## config.mk

```make
export PLATFORM = sky130hd
export DESIGN_NAME = fifo_wr_arbiter
export DESIGN_NICKNAME = d
export VERILOG_FILES = /design/src/rtl/fifo_wr_arbiter.sv
export SDC_FILE = /design/constraint.sdc
export NUM_CORES = 1
export LEC_CHECK = 0
export ABC_CLOCK_PERIOD_IN_PS = 1600
export CAP_MARGIN = 25
export CORE_MARGIN = 2
export CORE_UTILIZATION = 36
export DETAILED_ROUTE_END_ITERATION = 10
export HOLD_SLACK_MARGIN = 0.03
export PLACE_DENSITY_LB_ADDON = 0.15
export SKIP_CTS_REPAIR_TIMING = 1
export SYNTH_ARGS = -nofsm -noshare
export SYNTH_HDL_FRONTEND = slang
export SYNTH_SLANG_ARGS = --single-unit
```

## constraint.sdc

```tcl
create_clock -name clk -period 1.6 [get_ports clk]
set_clock_uncertainty 0.05 [all_clocks]
set_input_delay 0.16 -clock clk [delete_from_list [all_inputs] [get_ports clk]]
set_output_delay 0.16 -clock clk [all_outputs]
set_load 0.05 [all_outputs]
```

## src/rtl/fifo_wr_arbiter.sv

```systemverilog
// Round-robin write-port arbiter in front of a FIFO.
// Each grant gives one requester a burst of at most BURST beats. A new
// grant is always issued from IDLE, so the FIFO sees BURST writes per
// BURST+1 cycles at best. Writes are held off while the FIFO is full.
module fifo_wr_arbiter #(
  parameter int unsigned NREQ  = 4,
  parameter int unsigned DW    = 8,
  parameter int unsigned BURST = 4
) (
  input  logic               clk,
  input  logic               rst,
  input  logic [NREQ-1:0]    req,
  input  logic [NREQ*DW-1:0] data,
  output logic [NREQ-1:0]    ack,
  output logic [NREQ-1:0]    grant,
  output logic               busy,
  output logic [DW-1:0]      fifo_w_data,
  output logic               fifo_w_en,
  input  logic               fifo_full,
  input  logic               fifo_almost_full
);

  localparam int unsigned IW = (NREQ > 1) ? $clog2(NREQ) : 1;
  localparam int unsigned BW = (BURST > 1) ? $clog2(BURST) : 1;

  typedef enum logic {
    ST_IDLE  = 1'b0,
    ST_BURST = 1'b1
  } state_e;

  state_e          state_q, state_d;
  logic [NREQ-1:0] grant_q, grant_d;
  logic [IW-1:0]   owner_q, owner_d;
  logic [IW-1:0]   last_q,  last_d;
  logic [BW-1:0]   cnt_q,   cnt_d;

  logic [DW-1:0]   data_arr [NREQ];
  logic [IW-1:0]   win_idx;
  logic            win_found;
  logic            beat_c;

  // Unflatten requester data so the owner can select its lane directly.
  for (genvar g = 0; g < NREQ; g++) begin : g_unpack
    assign data_arr[g] = data[g*DW +: DW];
  end

  // Round-robin search starting just above the previous winner.
  always_comb begin
    int unsigned cand;
    win_found = 1'b0;
    win_idx   = '0;
    cand      = 0;
    for (int unsigned k = 1; k <= NREQ; k++) begin
      cand = (32'(last_q) + k) % NREQ;
      if (!win_found && req[IW'(cand)]) begin
        win_found = 1'b1;
        win_idx   = IW'(cand);
      end
    end
  end

  // Beat qualification and FIFO-facing outputs; reset masks any write.
  always_comb begin
    beat_c      = (state_q == ST_BURST) && req[owner_q] && !fifo_full && !rst;
    fifo_w_en   = beat_c;
    ack         = grant_q & {NREQ{beat_c}};
    fifo_w_data = (state_q == ST_BURST) ? data_arr[owner_q] : '0;
  end

  assign grant = grant_q;
  assign busy  = (state_q == ST_BURST);

  // Next-state logic: grant from IDLE, count beats and release in BURST.
  always_comb begin
    state_d = state_q;
    grant_d = grant_q;
    owner_d = owner_q;
    last_d  = last_q;
    cnt_d   = cnt_q;
    unique case (state_q)
      ST_IDLE: begin
        if (win_found) begin
          state_d = ST_BURST;
          grant_d = NREQ'(1) << win_idx;
          owner_d = win_idx;
          cnt_d   = '0;
        end
      end
      ST_BURST: begin
        if (!req[owner_q]) begin
          state_d = ST_IDLE;
          grant_d = '0;
          last_d  = owner_q;
          cnt_d   = '0;
        end else if (!fifo_full) begin
          if ((cnt_q == BW'(BURST - 1)) || fifo_almost_full) begin
            state_d = ST_IDLE;
            grant_d = '0;
            last_d  = owner_q;
            cnt_d   = '0;
          end else begin
            cnt_d = cnt_q + BW'(1);
          end
        end
      end
      default: begin
        state_d = ST_IDLE;
        grant_d = '0;
      end
    endcase
  end

  // State registers with synchronous reset; requester 0 wins first.
  always_ff @(posedge clk) begin
    if (rst) begin
      state_q <= ST_IDLE;
      grant_q <= '0;
      owner_q <= '0;
      last_q  <= IW'(NREQ - 1);
      cnt_q   <= '0;
    end else begin
      state_q <= state_d;
      grant_q <= grant_d;
      owner_q <= owner_d;
      last_q  <= last_d;
      cnt_q   <= cnt_d;
    end
  end

endmodule

```

* Yosys cells after proc, flatten, opt, wreduce, memory -nomap -nowiden
Cells that the tools add are included.
** Cells by class
- Equal/unequal tests :: 6
- Shifts and indexed selects :: 1
- Magnitude comparators :: 6
- Add/sub/neg operators :: 5
- Reductions and logical operators :: 16
- Bitwise operators :: 3
- Multiplexer cells :: 40
** Operators with widths (number)
- 8-bit 2-to-1 mux :: 3
- 2-bit 2-to-1 mux :: 11
- 8-bit binary-select mux with 2-bit select :: 1
- 4-bit 2-to-1 mux :: 4
- 2-bit by 3-bit < comparator with 1-bit output, second input constant :: 5
- 1-bit 2-to-1 mux :: 13
- 1-bit binary-select mux with 2-bit select :: 5
- 4-bit one-hot mux with 2 select lines :: 1
- 2-bit by 1-bit adder with 2-bit output, second input constant :: 3
- 1-bit logical AND :: 6
- 3-bit AND reduction :: 2
- 1-bit zero test :: 5
- 2-bit adder, second input constant :: 2
- 4-bit AND :: 1
- 2-bit != test, second input constant :: 2
- 2-bit one-hot mux with 2 select lines :: 1
- 2-bit AND reduction :: 2
- 1-bit by 2-bit << shifter with 4-bit output, first input constant :: 1
- 3-bit greater-or-equal comparator, second input constant :: 1
- 3-bit by 2-bit != test with 1-bit output, second input constant :: 1
- 3-bit != test, second input constant :: 1
- 2-bit NOT with 3-bit output :: 1
- 2-bit equality test, second input constant :: 1
- 2-bit by 1-bit != test with 1-bit output, second input constant :: 1
- other kinds (3) :: 3
** Word-level totals
- Input bits :: 40
- Register bits :: 11

* Depth between registers and ports, before layout
- Word-level depth :: 16
- Depth in mapped cells :: 5

* Worst setup path after synthesis
OpenSTA, ideal clock, no wires.
- Path type :: register -> register
- From :: register state_q, in the netlist busy
- To :: register cnt_q[1]
- Clock period less this slack :: 1.869 ns
- Library setup time :: 0.070 ns
- Cell stages (with the launch flop) :: 5
- Path slack :: -0.269 ns
- Arrival time :: 1.748 ns
- Required time :: 1.480 ns
- Cells stage by stage :: dfxtp_1 > nand2_1 > o22ai_2 > and2_1 > o2bb2ai_1
** Between the ends
- Cells in the longest elaborated chain, start to end :: 3
** RTL lines
- start, declared :: RTL line 31 : state_e state_q, state_d;
- start signal, assigned :: RTL line 122 : state_q <= state_d;
- 1-bit NOT
- 2-bit != test (no source line)
- 2-bit AND reduction (no source line)
- end signal, assigned :: RTL line 126 : cnt_q <= cnt_d;
- end, declared :: RTL line 35 : logic [BW-1:0] cnt_q, cnt_d;
Several ways; a longest one is shown, not always the timed one.
A chain may end at the register's enable or synchronous reset.

* Worst setup path after layout
- From :: register owner_q[0]
- To :: output port ack[3]
** Between the ends
- Cells in the longest elaborated chain, start to end :: 6
** RTL lines
- start, declared :: RTL line 33 : logic [IW-1:0] owner_q, owner_d;
- start signal, assigned :: RTL line 124 : owner_q <= owner_d;
- 1-bit binary-select mux with 2-bit select :: RTL line 64 : beat_c = (state_q == ST_BURST) && req[owner_q] && !fifo_full && !rst;
- 1-bit 2-to-1 mux (not written as such) :: RTL line 64
- 1-bit logical AND (3 in a row) :: RTL line 64
- 4-bit AND :: RTL line 66 : ack = grant_q & {NREQ{beat_c}};
- end, declared :: RTL line 14 : output logic [NREQ-1:0] ack,
No other way between the ends. The select of a mux whose other input is x is not followed.

==> impl_metrics.toml <==
[critical_path]
crit_chain = "buf_6 -> mux2i_4 -> o22ai_4 -> and3_4 -> buf_12"
critPathLaunchType = "flip-flop"
max_stage_delay_ns = 0.36
r2r-start = "owner_q[0]"
cp_slowest_cell = "dfxtp_4"
critPathRequiredTime_ns = 1.39
cp_max_fo = 7
cp-startpoint = "owner_q[0]"
end_kind = "primary output"
crit_type = "flip-flop to primary output"
arrival_ns = 1.59

[timing]
fin_ws_ns = -0.202
finalSetupTns_ns = -2.50
setup_viol = 17
clock.fmax_ghz = 0.555
tightest_slew_ns = 0.460
drv_slew = 0
final_hold_viol_count = 0
fin_crit_sh_pct = 113
min_period_ns = 1.80
slew_headroom_pct = 69.1
rsz0062_at_grt = "yes"

[logic_synthesis]
ys_seq_elements = 11
ys_top_cells_by_area = "dfxtp_1, mux4_2, and2_1"
async_flop_share_pct = 0
syn_avg_cell_area_um2 = 10.0
synth.net_count = 130
synthCells = 89
ys.flop_type = "dfxtp_1"
synth.distinct_cells = 35
synth_top_area_share_pct = 24.7
ys_warn_count = 0
synth_common_cells = "dfxtp_1, and2_1, mux4_2"
netlist_area_um2 = 892
yosysSeqAreaShare_pct = 24.7
synth_edf_count = 0
yosysTopAreaCell = "dfxtp_1"
synthMostInstantiatedCell = "dfxtp_1"

[global_route]
grt_pass1_wl_mm = 4.37
gr-usage-met1_pct = 21.7
grt_max_degree = 10
met3_usage_pct = 5.56
grt_usage_pct = 21.2
grt_pass1_vias = 1061
grt_antenna_before_repair = 0
grt_use_met2_pct = 40.7
grt-ovfl-total = 0
grt.busiest_layer = "met2"

[clock_network]
clk-insertion-delay-late_ns = 0.28
htreeDepth = 1
clkTransAtPathRegs_ns = 0.08
clock_tree.root_cell = "clkbuf_4"
cts_tree = "yes"
cts.path.max_buffers = 2
numCtsBuffers = 3
clock_sinks = 11

[floorplanning]
fp-row-count = 18
die_x_um = 53.8
die-area_mm2 = 0.00289
floorplan.initialDensity_pct = 37.0
coreArea_mm2 = 0.00241
ios = 58
fp.dieH_um = 53.8

[hold_path]
hp-class = "flip-flop to flip-flop"
min-delay-start = "cnt_q[1]"

[detailed_routing]
viasPerCell = 5.29
drtIter0Drc = 11
drc = 0
num_vias = 1063
drtAntennaViolNets = 0
drt_wl_total_mm = 3.05
routedWlPerCell_um = 15.2
firstDrtPassIters = 4

[pwr]
irDropWorstVdd_v = 0.000475
p_seq_share_pct = 26.9
p_clk_share_pct = 16.7
power_mw = 1.21
comb_power_share_pct = 56.3
power_density_mw_per_mm2 = 644
leakage_nw = 0.755
power_switching_mw = 0.436
switching_share_pct = 36.0
p_int_mw = 0.774

[final_layout]
drive_gt1_share_pct = 44.4
diodes = 0
layout.nets = 213
syn_to_final_growth_pct = 111

[placed_design]
dp_hpwl_mm = 2.34
numPortBuffers = 57
place_congestion = 0.834
pre_cts_ws_ns = -0.266

[run_status]
failed_checks = "setup timing"
outcome = "complete, but fails checks"

[run]
maxCapViolCount = 0
## path summary, 6_finish.rpt
kind | end | slack, ns | depth (start not counted)
worst min-delay path | cnt_q[1] | 0.42 | 2
worst max register to register | last_q[1] | -0.05 | 5
worst max-delay path | ack[3] | -0.20 | 5
worst min register to register | cnt_q[1] | 0.42 | 2
## per-stage QoR
| step | hold slack (ns) | utilization (%) | cell area (um2) | instances |
|---|---|---|---|---|
| 3_5_place_dp | 0.416 | 69.8 | 1680 | 193 |
| 2_1_floorplan | 0.179 | - | 913 | 89 |
| 3_3_place_gp | 0.411 | 69.8 | 1680 | 193 |
| 6_report | 0.421 | 77.9 | 1880 | 201 |
| 5_1_grt | 0.445 | 77.9 | 1880 | 201 |
| 4_1_cts | 0.426 | 70.9 | 1710 | 197 |
## layout make-up
class / count / area (um2)
Clock buffer: 4 / 26.3
Sequential cell: 11 / 225
Inverter: 3 / 11.3
Timing Repair Buffer: 81 / 856
Tap cell: 30 / 37.5
Fill cell: 154 / 532
Multi-Input combinational cell: 72 / 722
## worst max-delay path, delay by kind of cell, from the launching register on
| family | cells | cell delay (ns) |
|---|---|---|
| buffers and inverters | 2 | 0.25 |
| and+or+nand+nor | 1 | 0.25 |
| muxes | 1 | 0.18 |
| DFF | 1 | 0.36 |
| AOI/OAI and AO/OA | 1 | 0.25 |
## power by group through the flow
stage	clock, mW	combinational (mW)	sequential [mW]
after floorplan	0	0.291	0.358
after global placement	0	0.562	0.326
after detailed placement	0	0.573	0.327
after CTS	0.206	0.574	0.320
after global routing	0.223	0.723	0.330
final	0.203	0.681	0.326
## placed cells by master, fill, tap and decap left out, types with 2 or more instances in the layout
master,count
clkbuf_4,3
buf_12,6
clkdlybuf4s50_1,39
and2_4,9
nor2_1,5
nand2b_1,3
inv_1,3
o21ai_1,2
nor2b_1,4
buf_8,9
and3_4,4
nand2_1,3
o21ai_0,4
dfxtp_1,9
a32o_1,4
nor3_1,2
mux4_2,9
buf_4,25
a21oi_1,2
buf_6,2
## flip-flops by register name (all words and copies together), names as in the netlist
name	flops
busy	1
last_q	2
grant	4
owner_q	2
cnt_q	2
## logic make-up (layout without fill, tap and decap cells)
group / count (synthesis) / in the layout / share of synthesized area, %
muxes: 11 / 11 / 25.0
buffers and inverters: 6 / 88 / 3.08
adders and majority gates: 1 / 1 / 1.40
DFF: 11 / 11 / 24.7
AOI/OAI and AO/OA: 24 / 24 / 21.7
and+or+nand+nor: 36 / 36 / 24.1
## routing by layer
layer  routed length, um  vias to the layer above
li1                    -                      512
met1                1120                      524
met2                1740                       23
met3                 152                        4
met4                  32                        0
met5                   0                        -
No activity file was read; power rests on OpenSTA's default activity.
